[config.mk]
export PLATFORM = sky130hd
export DESIGN_NAME = fwd_hazard_ctrl_flat
export DESIGN_NICKNAME = d
export VERILOG_FILES = /design/src/rtl/fwd_hazard_ctrl_if.sv /design/src/rtl/fwd_hazard_ctrl.sv /design/src/flat_wrapper.sv
export SDC_FILE = /design/constraint.sdc
export NUM_CORES = 1
export LEC_CHECK = 0
export ABC_AREA = 1
export CORE_MARGIN = 5
export CORE_UTILIZATION = 40
export CTS_BUF_LIST = sky130_fd_sc_hd__clkbuf_16
export DETAILED_ROUTE_END_ITERATION = 8
export HOLD_SLACK_MARGIN = 0.03
export PLACE_DENSITY = 0.66
export SETUP_SLACK_MARGIN = 0.4
export SLEW_MARGIN = 10
export SYNTH_ARGS = -nofsm -noshare
export SYNTH_HDL_FRONTEND = slang
export SYNTH_SLANG_ARGS = --single-unit
[constraint.sdc]
create_clock -name i_clk -period 3.6 [get_ports i_clk]
set_input_delay 1.08 -clock i_clk [delete_from_list [all_inputs] [get_ports i_clk]]
set_output_delay 1.08 -clock i_clk [all_outputs]
set_load 0.005 [all_outputs]
[src/rtl/fwd_hazard_ctrl_if.sv]
// fwd_hazard_ctrl_if: ID-stage inputs and forwarding/stall/halt outputs of fwd_hazard_ctrl (o_stall_count only with FWD_STALL_COUNT_EN)
interface fwd_hazard_ctrl_if #(
  parameter int NB_REG = 5
`ifdef FWD_STALL_COUNT_EN
  , parameter int NB_STALL_CNT = 32
`endif
);
  logic              i_enable;
  logic              i_id_valid;
  logic [NB_REG-1:0] i_id_rs;
  logic [NB_REG-1:0] i_id_rt;
  logic              i_id_uses_rt;
  logic [NB_REG-1:0] i_id_rd;
  logic              i_id_reg_write;
  logic              i_id_mem_read;
  logic              i_id_halt;
  logic              o_stall;
  logic [1:0]        o_fwd_a_sel;
  logic [1:0]        o_fwd_b_sel;
  logic              o_halted;
`ifdef FWD_STALL_COUNT_EN
  logic [NB_STALL_CNT-1:0] o_stall_count;
`endif
  modport master (
    output i_enable, i_id_valid, i_id_rs, i_id_rt, i_id_uses_rt, i_id_rd,
           i_id_reg_write, i_id_mem_read, i_id_halt,
    input  o_stall, o_fwd_a_sel, o_fwd_b_sel, o_halted
`ifdef FWD_STALL_COUNT_EN
    , input o_stall_count
`endif
  );
  modport slave (
    input  i_enable, i_id_valid, i_id_rs, i_id_rt, i_id_uses_rt, i_id_rd,
           i_id_reg_write, i_id_mem_read, i_id_halt,
    output o_stall, o_fwd_a_sel, o_fwd_b_sel, o_halted
`ifdef FWD_STALL_COUNT_EN
    , output o_stall_count
`endif
  );
endinterface

[src/rtl/fwd_hazard_ctrl.sv]
// fwd_hazard_ctrl: EX-stage forwarding selectors, load-use stall and HALT drain sequencer.
// Defining FWD_STALL_COUNT_EN adds the saturating o_stall_count output.
module fwd_hazard_ctrl #(
  parameter int NB_REG       = 5,
  parameter int DRAIN_CYCLES = 3
`ifdef FWD_STALL_COUNT_EN
  , parameter int NB_STALL_CNT = 32
`endif
) (
  input logic              i_clk,
  input logic              i_reset,
  fwd_hazard_ctrl_if.slave bus
);
  localparam int NB_CNT = $clog2(DRAIN_CYCLES) + 1;
  typedef enum logic [1:0] {RUN, STALL, DRAIN, HALTED} state_t;
  state_t            state_q, state_d;
  logic              ex_w_q, ex_ld_q, mem_w_q;
  logic [NB_REG-1:0] ex_rd_q, mem_rd_q;
  logic [1:0]        a_q, a_d, b_q, b_d;
  logic [NB_CNT-1:0] cnt_q, cnt_d;
  logic              active, load_use, ins, halt_acc;
  // STALL accepts ID like RUN: the bubble was already inserted on the stalling edge
  always_comb begin
    active   = state_q == RUN || state_q == STALL;
    load_use = bus.i_id_valid && ex_ld_q && |ex_rd_q &&
               (ex_rd_q == bus.i_id_rs || (bus.i_id_uses_rt && ex_rd_q == bus.i_id_rt));
    halt_acc = active && !load_use && bus.i_id_valid && bus.i_id_halt;
    ins      = active && !load_use && bus.i_id_valid && !bus.i_id_halt;
    a_d      = !ins || bus.i_id_rs == '0 ? 2'b00 :
               ex_w_q && ex_rd_q == bus.i_id_rs ? 2'b01 :
               mem_w_q && mem_rd_q == bus.i_id_rs ? 2'b10 : 2'b00;
    b_d      = !ins || !bus.i_id_uses_rt || bus.i_id_rt == '0 ? 2'b00 :
               ex_w_q && ex_rd_q == bus.i_id_rt ? 2'b01 :
               mem_w_q && mem_rd_q == bus.i_id_rt ? 2'b10 : 2'b00;
    state_d  = halt_acc ? DRAIN : active ? (load_use ? STALL : RUN) :
               state_q == DRAIN && cnt_q == '0 ? HALTED : state_q;
    cnt_d    = halt_acc ? NB_CNT'(DRAIN_CYCLES - 1) :
               state_q == DRAIN && cnt_q != '0 ? cnt_q - 1'b1 : cnt_q;
  end
  always_ff @(posedge i_clk) begin
    if (i_reset) begin
      state_q  <= RUN;
      ex_w_q   <= 1'b0;
      ex_ld_q  <= 1'b0;
      ex_rd_q  <= '0;
      mem_w_q  <= 1'b0;
      mem_rd_q <= '0;
      a_q      <= 2'b00;
      b_q      <= 2'b00;
      cnt_q    <= '0;
    end else if (bus.i_enable) begin
      state_q  <= state_d;
      ex_w_q   <= ins && bus.i_id_reg_write;
      ex_ld_q  <= ins && bus.i_id_mem_read;
      ex_rd_q  <= bus.i_id_rd;
      mem_w_q  <= ex_w_q;
      mem_rd_q <= ex_rd_q;
      a_q      <= a_d;
      b_q      <= b_d;
      cnt_q    <= cnt_d;
    end
  end
  assign bus.o_stall     = active ? load_use : 1'b1;
  assign bus.o_fwd_a_sel = a_q;
  assign bus.o_fwd_b_sel = b_q;
  assign bus.o_halted    = state_q == HALTED;
`ifdef FWD_STALL_COUNT_EN
  logic [NB_STALL_CNT-1:0] scnt_q;
  always_ff @(posedge i_clk) begin
    if (i_reset) scnt_q <= '0;
    else if (bus.i_enable && state_q == STALL && !(&scnt_q)) scnt_q <= scnt_q + 1'b1;
  end
  assign bus.o_stall_count = scnt_q;
`endif
endmodule

[src/flat_wrapper.sv]
// flat-port wrapper written by rule: the top's interface ports become plain ports
module fwd_hazard_ctrl_flat 
#(
  parameter int NB_REG       = 5,
  parameter int DRAIN_CYCLES = 3

)
  (i_clk, i_reset, bus_i_enable, bus_i_id_valid, bus_i_id_rs, bus_i_id_rt, bus_i_id_uses_rt, bus_i_id_rd, bus_i_id_reg_write, bus_i_id_mem_read, bus_i_id_halt, bus_o_stall, bus_o_fwd_a_sel, bus_o_fwd_b_sel, bus_o_halted);
  fwd_hazard_ctrl_if #(.NB_REG(NB_REG)) bus_i ();
  input logic i_clk;
  input logic i_reset;
  input wire logic [$bits(bus_i.i_enable)-1:0] bus_i_enable;
  input wire logic [$bits(bus_i.i_id_valid)-1:0] bus_i_id_valid;
  input wire logic [$bits(bus_i.i_id_rs)-1:0] bus_i_id_rs;
  input wire logic [$bits(bus_i.i_id_rt)-1:0] bus_i_id_rt;
  input wire logic [$bits(bus_i.i_id_uses_rt)-1:0] bus_i_id_uses_rt;
  input wire logic [$bits(bus_i.i_id_rd)-1:0] bus_i_id_rd;
  input wire logic [$bits(bus_i.i_id_reg_write)-1:0] bus_i_id_reg_write;
  input wire logic [$bits(bus_i.i_id_mem_read)-1:0] bus_i_id_mem_read;
  input wire logic [$bits(bus_i.i_id_halt)-1:0] bus_i_id_halt;
  output wire logic [$bits(bus_i.o_stall)-1:0] bus_o_stall;
  output wire logic [$bits(bus_i.o_fwd_a_sel)-1:0] bus_o_fwd_a_sel;
  output wire logic [$bits(bus_i.o_fwd_b_sel)-1:0] bus_o_fwd_b_sel;
  output wire logic [$bits(bus_i.o_halted)-1:0] bus_o_halted;
  assign bus_i.i_enable = bus_i_enable;
  assign bus_i.i_id_valid = bus_i_id_valid;
  assign bus_i.i_id_rs = bus_i_id_rs;
  assign bus_i.i_id_rt = bus_i_id_rt;
  assign bus_i.i_id_uses_rt = bus_i_id_uses_rt;
  assign bus_i.i_id_rd = bus_i_id_rd;
  assign bus_i.i_id_reg_write = bus_i_id_reg_write;
  assign bus_i.i_id_mem_read = bus_i_id_mem_read;
  assign bus_i.i_id_halt = bus_i_id_halt;
  assign bus_o_stall = bus_i.o_stall;
  assign bus_o_fwd_a_sel = bus_i.o_fwd_a_sel;
  assign bus_o_fwd_b_sel = bus_i.o_fwd_b_sel;
  assign bus_o_halted = bus_i.o_halted;
  fwd_hazard_ctrl #(.NB_REG(NB_REG), .DRAIN_CYCLES(DRAIN_CYCLES)) u_core (.i_clk(i_clk), .i_reset(i_reset), .bus(bus_i));
endmodule
# Word level (Yosys, flattened, before mapping)
# Index checks and enable logic that the tools add are counted.
[totals]
reg_bits = 22
in_bits = 23
output_inout_bits = 6
wordCells = 65
[classes]
addsub = 1
eq_ne = 7
mux = 13
n_reduce_logical = 35
[op_table]
columns = ["operator", "n"]
rows = [
  ["5-bit equality test", 4],
  ["2-bit two-way mux", 9],
  ["1-bit logical AND", 16],
  ["5-bit logical NOT", 2],
  ["3-bit two-way mux", 2],
  ["3-bit nonzero test", 2],
  ["1-bit logical OR", 5],
  ["5-bit OR reduction", 1],
  ["2-bit equality test, second input constant", 2],
  ["1-bit logical NOT", 4],
  ["2-bit AND reduction", 2],
  ["3-bit logical NOT", 1],
  ["3-bit by 1-bit subtractor with 3-bit output, second input constant", 1],
  ["2-bit by 1-bit equality test with 1-bit output, second input constant", 1],
  ["2-bit logical NOT", 1],
  ["1-bit two-way mux", 2],
  ["2-bit nonzero test", 1],
]

# Logic depth before layout (Yosys ltp)
[logic_depth]
word_depth = 12
mapped_depth = 12
depth_no_buf = 12

# Worst setup path before layout
# OpenSTA, ideal clock, no wires.
[synth_timing]
kind = "input port to output port"
start = "in bus_i_id_rt[3]"
end = "out bus_o_stall"
arrival_ps = 1634
required_time_ps = 2520
path_slack_ps = 886
stages = 8
n_path_buf = 0
cell_sequence = "inv_1 nand2_1 nand2_1 nor2_2 nand4_1 nand2_1 nand2_2 nand2_1"
[synth_between]
elab_chain_len = 5
[synth_rtl]
columns = ["element", "line_no", "rtl"]
rows = [
  ["from (decl)", "flat_wrapper.sv:15", "input wire logic [$bits(bus_i.i_id_rt)-1:0] bus_i_id_rt;"],
  ["5-bit equality test", "fwd_hazard_ctrl.sv:26", "(ex_rd_q == bus.i_id_rs || (bus.i_id_uses_rt && ex_rd_q == bus.i_id_rt));"],
  ["1-bit logical AND", "fwd_hazard_ctrl.sv:26", ""],
  ["1-bit logical OR", "fwd_hazard_ctrl.sv:26", ""],
  ["1-bit logical AND", "fwd_hazard_ctrl.sv:25", "load_use = bus.i_id_valid && ex_ld_q && |ex_rd_q &&"],
  ["1-bit two-way mux", "fwd_hazard_ctrl.sv:63", "assign bus.o_stall = active ? load_use : 1'b1;"],
  ["to (decl)", "flat_wrapper.sv:21", "output wire logic [$bits(bus_i.o_stall)-1:0] bus_o_stall;"],
]
# No other way between the ends.

# Worst setup path after layout
[layout_timing]
start = "in bus_i_id_rs[2]"
end = "out bus_o_stall"
[layout_between]
elab_chain_len = 4
[layout_rtl]
columns = ["element", "line_no", "rtl"]
rows = [
  ["from (decl)", "flat_wrapper.sv:14", "input wire logic [$bits(bus_i.i_id_rs)-1:0] bus_i_id_rs;"],
  ["5-bit equality test", "fwd_hazard_ctrl.sv:26", ""],
  ["1-bit logical OR", "fwd_hazard_ctrl.sv:26", ""],
  ["1-bit logical AND", "fwd_hazard_ctrl.sv:25", ""],
  ["1-bit two-way mux", "fwd_hazard_ctrl.sv:63", ""],
]
# No other way between the ends.

==> results.md <==
* Status: finished, final reports clean
* Initial antenna violation count at 0
* Total grt overflow at 0
* Ys Warns at 0
* Hold path start: u_core.bus.o_fwd_a_sel[1]$_SDFFE_PP0P_
* Hold Path End: u_core.bus.o_fwd_a_sel[1]$_SDFFE_PP0P_
* Fin Hold WS at 467 ps
* WL per Instance at 13.6 µm
* RSZ-0062 raised after global routing: false
* Core area at 3000 µm²
* Antenna cells at 0
* FP Rows at 20
* Remaining routing DRC violations at 0
* Sequential area share after synthesis at 35.7%
* Commonest cells in the netlist: nand2_1, inv_1, a21oi_1
* Total CTS buffers at 3
* Slew Limit Fails at 0
* Period utilization at 86.7%
* Hold Fails Final Rpt at 0
* Hpwl dp at 2640 µm
* Critical Path RT at 2520 ps
* Full die area at 4290 µm²
* Die width at 65.5 µm
* Share of cells above drive strength 1 at 17.3%
* Max IR drop VDD at 0.179 mV
* Io pins at 29
* Via density at 5.06
* Synth-to-Final Area Change at 43.7%
* Post-CTS Hold Fix Bufs at 0
* Static Leakage at 0.802 nW
* Endpoints failing setup at 0
* Worst slew margin at 66.0%
* Number of flops mapped to enable cells by yosys at 0
* Hold crit path type: reg -> reg
* Synth unique cells at 23
* Shortest period the worst path allows at 3120 ps
* Worst R2R Start: u_core.ex_rd_q[0]$_SDFFE_PP0P_
* First-pass GRT wire length at 5790 µm
* Setup slack, reg-to-reg at 1510 ps
* Worst Hold Path Cells at 2
* CTS sink cnt at 22
* Crit end category: primary output
* Post-synthesis cell count at 176
* PD cells at 351 nW/µm²
* Tightest Pin Transition at 510 ps
* Worst skew pair latency at 250 ps
* WP data arrival at 2040 ps
* Crit-path max FO at 2
* Max Cap Viol at 0
* Flop and latch count out of synthesis at 22
* Post-synth net total at 201
* Initial DRC Count at 70
* Placed cells at 244
* Synth async-reset ratio at 0%
* GP Congestion at 0.880
* Avg Inst Size Synth at 7.01 µm²
* Vert. Die Dim at 65.5 µm
* Final Net Count at 251
* PnR Total Power at 622 µW
* Final wirelength at 3500 µm
* Effective utilization at floorplan at 41.1%
* Post-synth top area cell: dfxtp_1
* Port buffer count at 28
* Pin count of the biggest net entering global routing at 21
* Vias in the first global route at 1340
* Final non-filler cell total at 258
* Synth Flop Type: dfxtp_1
* Clock root cell: clkbuf_16
* Antenna-violating nets left at 0
* All-Layer GR Usage at 17.1%
* Setup CP Type: in -> out
* DR vias at 1305
* Cells on worst reg2reg path at 16
* Htree depth at 1
* Fin Clk Skew at 3.15 ps
* Setup crit start kind: primary input
* Clock slew at reported path FFs at 60 ps
* 1st-pass router iterations at 4
* Dominant cell by count in the synthesized netlist: nand2_1
* Synth top area cells: dfxtp_1, nand2_1, a21oi_1, inv_1, o21ai_0
* R2R Path End: u_core.bus.o_fwd_b_sel[0]$_SDFFE_PP0P_
* CTS max path bufs at 2
* Mapped cell area at 1230 µm²
* Achievable Freq at 321 MHz
* Yosys top cell area share at 35.7%
* TritonCTS clock tree: built
state kept, by name, indices dropped and copies added, names as in the netlist:
signal                  flops
u_core.ex_ld_q              1
u_core.mem_rd_q             5
u_core.bus.o_fwd_b_sel      2
u_core.state_q              2
u_core.mem_w_q              1
u_core.ex_w_q               1
u_core.ex_rd_q              5
u_core.bus.o_fwd_a_sel      2
u_core.cnt_q                3
per-stage QoR:
stage	setup WS, ps	utilization, %	setup TNS [ps]	instance area [µm²]
finish	480	59.0	0	1770
floorplan	886	-	0	1230
global route	404	59.0	0	1770
CTS	416	59.2	0	1780
detailed placement	-205	54.1	-205	1630
global placement	-199	54.1	-199	1630
layout by cell type (no fill, tap or decap):
master           Yosys  final
nand2_1             31     29
inv_1               26     26
a21oi_1             23     23
buf_4                0     22
dfxtp_1             22     22
o21ai_0             17     17
clkdlybuf4s50_1      0     17
nand3_1             11     11
dlygate4sd2_1        0      9
xor2_1               8      8
nor2_1               8      7
nand4_1              4      4
xnor2_1              4      3
nand2_2              1      3
nor3_1               3      3
clkbuf_16            0      3
nor2_2               1      2
nand3_2              2      2
o22ai_1              2      2
nand4_2              2      2
ha_1                 2      2
xnor2_2              0      1
nor2_4               1      1
a21oi_2              1      1
or2_1                1      1
a211oi_1             1      1
clkinv_1             0      1
clkbuf_2             0      1
buf_2                1      1
metal layers:
| layer | vias up | track usage (%) | share of wire (%) |
|---|---|---|---|
| met2 | 26 | 29.7 | 50 |
| li1 | 677 | - | - |
| met1 | 598 | 21.3 | 45 |
| met4 | 0 | 4.66 | 0.80 |
| met5 | - | 0 | 0 |
| met3 | 4 | 3.25 | 4.1 |
worst max-delay path by stage:
stage / from / endpoint / slack, ps
4_1_cts: bus_i_id_rt[2] / bus_o_stall / 420
3_3_place_gp: bus_i_id_rt[2] / bus_o_stall / -200
2_1_floorplan: bus_i_id_rt[3] / bus_o_stall / 890
6_report: bus_i_id_rs[2] / bus_o_stall / 480
3_5_place_dp: bus_i_id_rt[2] / bus_o_stall / -210
5_1_grt: bus_i_id_rs[2] / bus_o_stall / 400
cells by family (layout without fill, tap and decap cells):
family	after synthesis	count (layout)	synth area share, %
AND/OR/NAND/NOR	65	65	25.7
AO/OA/AOI/OAI	44	44	18.6
buffers and inverters	31	80	9.53
flip-flops	22	22	35.7
XOR/XNOR	12	12	8.52
adder cells (fa/ha/maj)	2	2	2.03
where the power goes:
group / switching, mW / total [mW] / internal [mW]
Combinational: 0.0592 / 0.124 / 0.0647
Sequential: 0.0128 / 0.268 / 0.255
Clock: 0.0825 / 0.230 / 0.148
critical path, cell delays in order:
cell,delay [ps]
dlygate4sd2_1,260
xor2_1,150
nor2_1,130
nand3_2,110
nand2_2,90
nand2_2,60
nand2_2,60
buf_2,110
area by class of cell:
| type | count | area [µm²] |
|---|---|---|
| clock buffer | 3 | 75.1 |
| clock inverter | 1 | 3.75 |
| fill | 285 | 1230 |
| inverter | 26 | 97.6 |
| multi-input combinational | 123 | 691 |
| sequential | 22 | 440 |
| tap | 33 | 41.3 |
| timing repair buffer | 50 | 424 |
repair_timing:
action,in CTS,in global routing
buffers inserted,10,0
resized for setup,18,2
pin swaps,5,4
setup endpoints to repair,1,1
(Power assumes the default switching activity.)
==> variant 1: new RTL, same settings <==
`NB_REG` is set to 5 in 3 places; all go to 10.
--- a/src/rtl/fwd_hazard_ctrl_if.sv
+++ b/src/rtl/fwd_hazard_ctrl_if.sv
@@ -1,6 +1,6 @@
 // fwd_hazard_ctrl_if: ID-stage inputs and forwarding/stall/halt outputs of fwd_hazard_ctrl (o_stall_count only with FWD_STALL_COUNT_EN)
 interface fwd_hazard_ctrl_if #(
-  parameter int NB_REG = 5
+  parameter int NB_REG = 10
 `ifdef FWD_STALL_COUNT_EN
   , parameter int NB_STALL_CNT = 32
 `endif
--- a/src/rtl/fwd_hazard_ctrl.sv
+++ b/src/rtl/fwd_hazard_ctrl.sv
@@ -1,7 +1,7 @@
 // fwd_hazard_ctrl: EX-stage forwarding selectors, load-use stall and HALT drain sequencer.
 // Defining FWD_STALL_COUNT_EN adds the saturating o_stall_count output.
 module fwd_hazard_ctrl #(
-  parameter int NB_REG       = 5,
+  parameter int NB_REG       = 10,
   parameter int DRAIN_CYCLES = 3
 `ifdef FWD_STALL_COUNT_EN
   , parameter int NB_STALL_CNT = 32
--- a/src/flat_wrapper.sv
+++ b/src/flat_wrapper.sv
@@ -1,7 +1,7 @@
 // flat-port wrapper written by rule: the top's interface ports become plain ports
 module fwd_hazard_ctrl_flat 
 #(
-  parameter int NB_REG       = 5,
+  parameter int NB_REG       = 10,
   parameter int DRAIN_CYCLES = 3
 
 )
Ports: changed (resized bus_i_id_rd, bus_i_id_rs and bus_i_id_rt); port bits go from 29 to 44. No check against the original RTL was run, so the function may have changed too.
==> variant 1 against the original RTL <==
  * Design area up 60%
  * Utilization up 2.1 points
  * Wire length up 69%
  * Total power up 71%
  * Synthesized area up 52%
  * Sequential share of layout area down 2.2 points
  * Sequential cell count up 10
  * Setup slack worse by 0.0046 ns
  * Maximum frequency down 0.15%
  * Critical endpoint unchanged
==> variant 1: results (changes against the original RTL) <==
| Metric | Value |
|---|---|
| First-pass GRT wire length | `9.60 mm (was 5.79 mm)` |
| Layout cells sized above 1 | `28.1% (was 17.3%)` |
| DR WL met3 | `314 um (was 145 um)` |
| H-tree depth | `2 (was 1)` |
| DP Cell Count | `406 (was 244)` |
| Post-Route WL | `5.90 mm (was 3.50 mm)` |
| GR Util met3 | `3.56% (was 3.25%)` |
| VDD IR max | `0.000294 V (was 0.000179 V)` |
| Synth cell count leaders | `nand2_1, inv_1, dfxtp_1 (was nand2_1, inv_1, a21oi_1)` |
| Mapped Nets | `326 (was 201)` |
| Nets | `413 (was 251)` |
| Reg2Reg Depth | `10 (was 16)` |
| Placement Setup Slack | `-0.364 ns (was -0.205 ns)` |
| Min Hold Slack | `0.470 ns (was 0.467 ns)` |
| Status | `completed (unchanged)` |
| Sequential-to-total area share from yosys stat | `34.1% (was 35.7%)` |
| Multi-In Gates | `202 (was 123)` |
| Tot GR Track Use | `19.6% (was 17.1%)` |
| RR Endpoint | `u_core.bus.o_fwd_a_sel[1]$_SDFFE_PP0P_ (was u_core.bus.o_fwd_b_sel[0]$_SDFFE_PP0P_)` |
| Clkbuf count | `5 (was 3)` |
| Syn Std Cell Area | `1880 um2 (was 1230 um2)` |
| Post-CTS setup repair buffer count | `13 (was 10)` |
| Crit path max-delay cell type | `clkdlybuf4s50_1 (was dlygate4sd2_1)` |
| Synthesized instance count | `286 (was 176)` |
| Worst-Skew Late Latency | `0.27 ns (was 0.25 ns)` |
| Post-CTS sizing | `53 (was 18)` |
| Vias in the first global route | `2,171 (was 1,340)` |
| Vias per inst | `5.13 (was 5.06)` |
| Buffers excl. clock | `88 (was 50)` |
| Post-Synth XOR/XNOR Area | `5.59% (was 8.52%)` |
| Non-filler instance count after layout | `428 (was 258)` |
| Met2 Use GR | `33.4% (was 29.7%)` |
| Largest net degree at the start of global routing | `23 (was 21)` |
| Placer congestion estimate | `0.855 (was 0.880)` |
| Layout Skew | `0.00334 ns (was 0.00315 ns)` |
| WL met1 | `2.58 mm (was 1.58 mm)` |
| Met1 GRT Util | `24.2% (was 21.3%)` |
| Crit path from | `bus_i_id_uses_rt (was bus_i_id_rs[2])` |
| FF-to-FF setup slack | `1.76 ns (was 1.51 ns)` |
| Post-DP HPWL | `4.32 mm (was 2.64 mm)` |
| Largest regs | `u_core.ex_rd_q (10), u_core.mem_rd_q (10), u_core.cnt_q (3) (was u_core.ex_rd_q (5), u_core.mem_rd_q (5), u_core.cnt_q (3))` |
| Synth unique cells | `29 (was 23)` |
| Compound-Gate Fraction of Synth Area | `18.8% (was 18.6%)` |
| First DRT Iteration DRCs | `134 (was 70)` |
| Clock-cell share | `5.75% (was 4.45%)` |
| Clock network power | `0.000464 W (was 0.000230 W)` |
| Ranking of synthesized cells by area | `dfxtp_1, nand2_1, a21oi_1 (unchanged)` |
variant 1: cell count changes after synthesis, sizes merged, moves of 6 or more:
cell	change
a21oi	+7
dfxtp	+10
inv	+17
nand2	+34
nand4	+8
nor2	+10
nor4	+6
o21ai	+9
variant 1: how the worst min path moves through the flow:
stage                                                start                                endpoint
finish              u_core.bus.o_fwd_b_sel[0]$_SDFFE_PP0P_  u_core.bus.o_fwd_b_sel[0]$_SDFFE_PP0P_
global route                   u_core.ex_ld_q$_SDFFE_PP0P_             u_core.ex_ld_q$_SDFFE_PP0P_
CTS                 u_core.bus.o_fwd_b_sel[0]$_SDFFE_PP0P_  u_core.bus.o_fwd_b_sel[0]$_SDFFE_PP0P_
detailed placement             u_core.ex_ld_q$_SDFFE_PP0P_             u_core.ex_ld_q$_SDFFE_PP0P_
global placement               u_core.ex_ld_q$_SDFFE_PP0P_             u_core.ex_ld_q$_SDFFE_PP0P_
floorplan                      u_core.ex_ld_q$_SDFFE_PP0P_             u_core.ex_ld_q$_SDFFE_PP0P_
==> variant 2: new RTL, same flow settings <==
Without the edit above. The 4 states of `state_t` get a one-hot encoding in 4 bits.
--- a/src/rtl/fwd_hazard_ctrl.sv
+++ b/src/rtl/fwd_hazard_ctrl.sv
@@ -12,7 +12,7 @@
   fwd_hazard_ctrl_if.slave bus
 );
   localparam int NB_CNT = $clog2(DRAIN_CYCLES) + 1;
-  typedef enum logic [1:0] {RUN, STALL, DRAIN, HALTED} state_t;
+  typedef enum logic [3:0] {RUN = 4'b0001, STALL = 4'b0010, DRAIN = 4'b0100, HALTED = 4'b1000} state_t;
   state_t            state_q, state_d;
   logic              ex_w_q, ex_ld_q, mem_w_q;
   logic [NB_REG-1:0] ex_rd_q, mem_rd_q;
Behaviour: no difference found for any inputs over 10 cycles, from zero or initial values and one cycle with i_reset high; not proved beyond that.
==> variant 2 against the original RTL <==
  * Design area rose by 8.9%
  * Sequential share of layout area barely moved
  * Synthesized area rose by 11%
  * Sequential power rose by 10%
  * Wire length rose by 2.5%
  * Synthesized cell count rose by 11%
  * Critical endpoint unchanged
  * Sequential cell count rose by 2
  * Setup slack got worse by 0.0025 ns
  * Utilization fell by 1.2 points
  * Total power rose by 13%
==> variant 2: results (changes against the original RTL) <==
| Metric | Value |
|---|---|
| First DRT Iteration DRCs | `59 (was 70)` |
| Asr flop ratio synth | `0% (unchanged)` |
| Synthesized instance count | `196 (was 176)` |
| First-pass GRT wire length | `5.80 mm (was 5.79 mm)` |
| Tot GR Track Use | `16.6% (was 17.1%)` |
| Post-Route WL | `3.58 mm (was 3.50 mm)` |
| Routed wl met2 | `1.59 mm (was 1.75 mm)` |
| Comb. pwr | `0.000160 W (was 0.000124 W)` |
| Mapped Nets | `221 (was 201)` |
| RR Endpoint | `u_core.bus.o_fwd_a_sel[1]$_SDFFE_PP0P_ (was u_core.bus.o_fwd_b_sel[0]$_SDFFE_PP0P_)` |
| Vias per inst | `4.85 (was 5.06)` |
| WL met1 | `1.77 mm (was 1.58 mm)` |
| Reg2Reg Depth | `12 (was 16)` |
| Met1 GRT Util | `21.8% (was 21.3%)` |
| Number of fillers in the final layout | `342 (was 285)` |
| DP Cell Count | `282 (was 244)` |
| Crit path from | `bus_i_id_rs[3] (was bus_i_id_rs[2])` |
| Placement Setup Slack | `-0.206 ns (was -0.205 ns)` |
| Largest regs | `u_core.ex_rd_q (5), u_core.mem_rd_q (5), u_core.state_q (4) (was u_core.ex_rd_q (5), u_core.mem_rd_q (5), u_core.cnt_q (3))` |
| Status | `completed (unchanged)` |
| Flop+latch power | `0.000296 W (was 0.000268 W)` |
| Nets | `272 (was 251)` |
| Internal power | `0.000505 W (was 0.000468 W)` |
| Synth unique cells | `27 (was 23)` |
| Fin crit share | `86.7% (about the same)` |
| Met2 Use GR | `26.7% (was 29.7%)` |
| Synth Area in Adders | `1.82% (was 2.03%)` |
| Largest net degree at the start of global routing | `23 (was 21)` |
| Share of power burned in registers | `42.2% (was 43.1%)` |
| Vias in the first global route | `1,308 (was 1,340)` |
| FF-to-FF setup slack | `1.95 ns (was 1.51 ns)` |
| VDD IR max | `0.000188 V (was 0.000179 V)` |
| Leakage | `0.844 nW (was 0.802 nW)` |
| Post-Synth XOR/XNOR Area | `6.39% (was 8.52%)` |
| GR Util met3 | `3.89% (was 3.25%)` |
| Sequential-to-total area share from yosys stat | `35.0% (was 35.7%)` |
| Highest routed metal layer | `met4 (unchanged)` |
| DR WL met3 | `174 um (was 145 um)` |
| Non-filler instance count after layout | `292 (was 258)` |
| Layout cells sized above 1 | `17.9% (was 17.3%)` |
| Layout Skew | `0.00195 ns (was 0.00315 ns)` |
| Compound-Gate Fraction of Synth Area | `17.0% (was 18.6%)` |
| Worst slew margin | `68.9% (was 66.0%)` |
| Synth cell count leaders | `nand2_1, inv_1, dfxtp_1 (was nand2_1, inv_1, a21oi_1)` |
| Post-DP HPWL | `2.65 mm (was 2.64 mm)` |
| Placer congestion estimate | `0.856 (was 0.880)` |
variant 2: final cells by class:
type / count / area share (%)
Multi-Input combinational cell: 138 / 39.8
Tap cell: 46 / 2.98
Timing Repair Buffer: 51 / 22.6
Sequential cell: 24 / 24.9
Inverter: 29 / 5.64
Clock inverter: 1 / 0.194
Clock buffer: 3 / 3.89
variant 2: how the worst min path moves through the flow:
stage,from,to,slack (ns),cells after the start
after detailed placement,u_core.cnt_q[0]$_SDFFE_PP0P_,u_core.cnt_q[0]$_SDFFE_PP0P_,0.46,2
final,u_core.cnt_q[0]$_SDFFE_PP0P_,u_core.cnt_q[0]$_SDFFE_PP0P_,0.47,2
after global placement,u_core.ex_w_q$_SDFFE_PP0P_,u_core.ex_w_q$_SDFFE_PP0P_,0.45,2
after global routing,u_core.cnt_q[0]$_SDFFE_PP0P_,u_core.cnt_q[0]$_SDFFE_PP0P_,0.48,2
after floorplan,u_core.ex_w_q$_SDFFE_PP0P_,u_core.ex_w_q$_SDFFE_PP0P_,0.45,2
after CTS,u_core.ex_w_q$_SDFFE_PP0P_,u_core.ex_w_q$_SDFFE_PP0P_,0.47,2
variant 2: per-stage QoR:
stage          instance area [um2]  setup TNS [ns]  hold WS, ns
4_1_cts                       1910               0        0.468
3_5_place_dp                  1820          -0.206        0.457
6_report                      1930               0        0.466
5_1_grt                       1930               0        0.479
2_1_floorplan                 1370               0        0.445
3_3_place_gp                  1820          -0.212        0.453
variant 2: worst max-delay path, stage by stage:
cell and delay [ns]:
dlygate4sd2_1 0.26, xor2_1 0.14, nor2_1 0.14, nand3_2 0.11, nand2_2 0.11, nand2_4 0.05, nand2_1 0.05, buf_2 0.10
variant 2: timing repair:
action | CTS | global route
pin swaps | 5 | 4
endpoints found under the setup margin | 1 | 1
buffers inserted | 4 | 2
resized for setup | 18 | 1
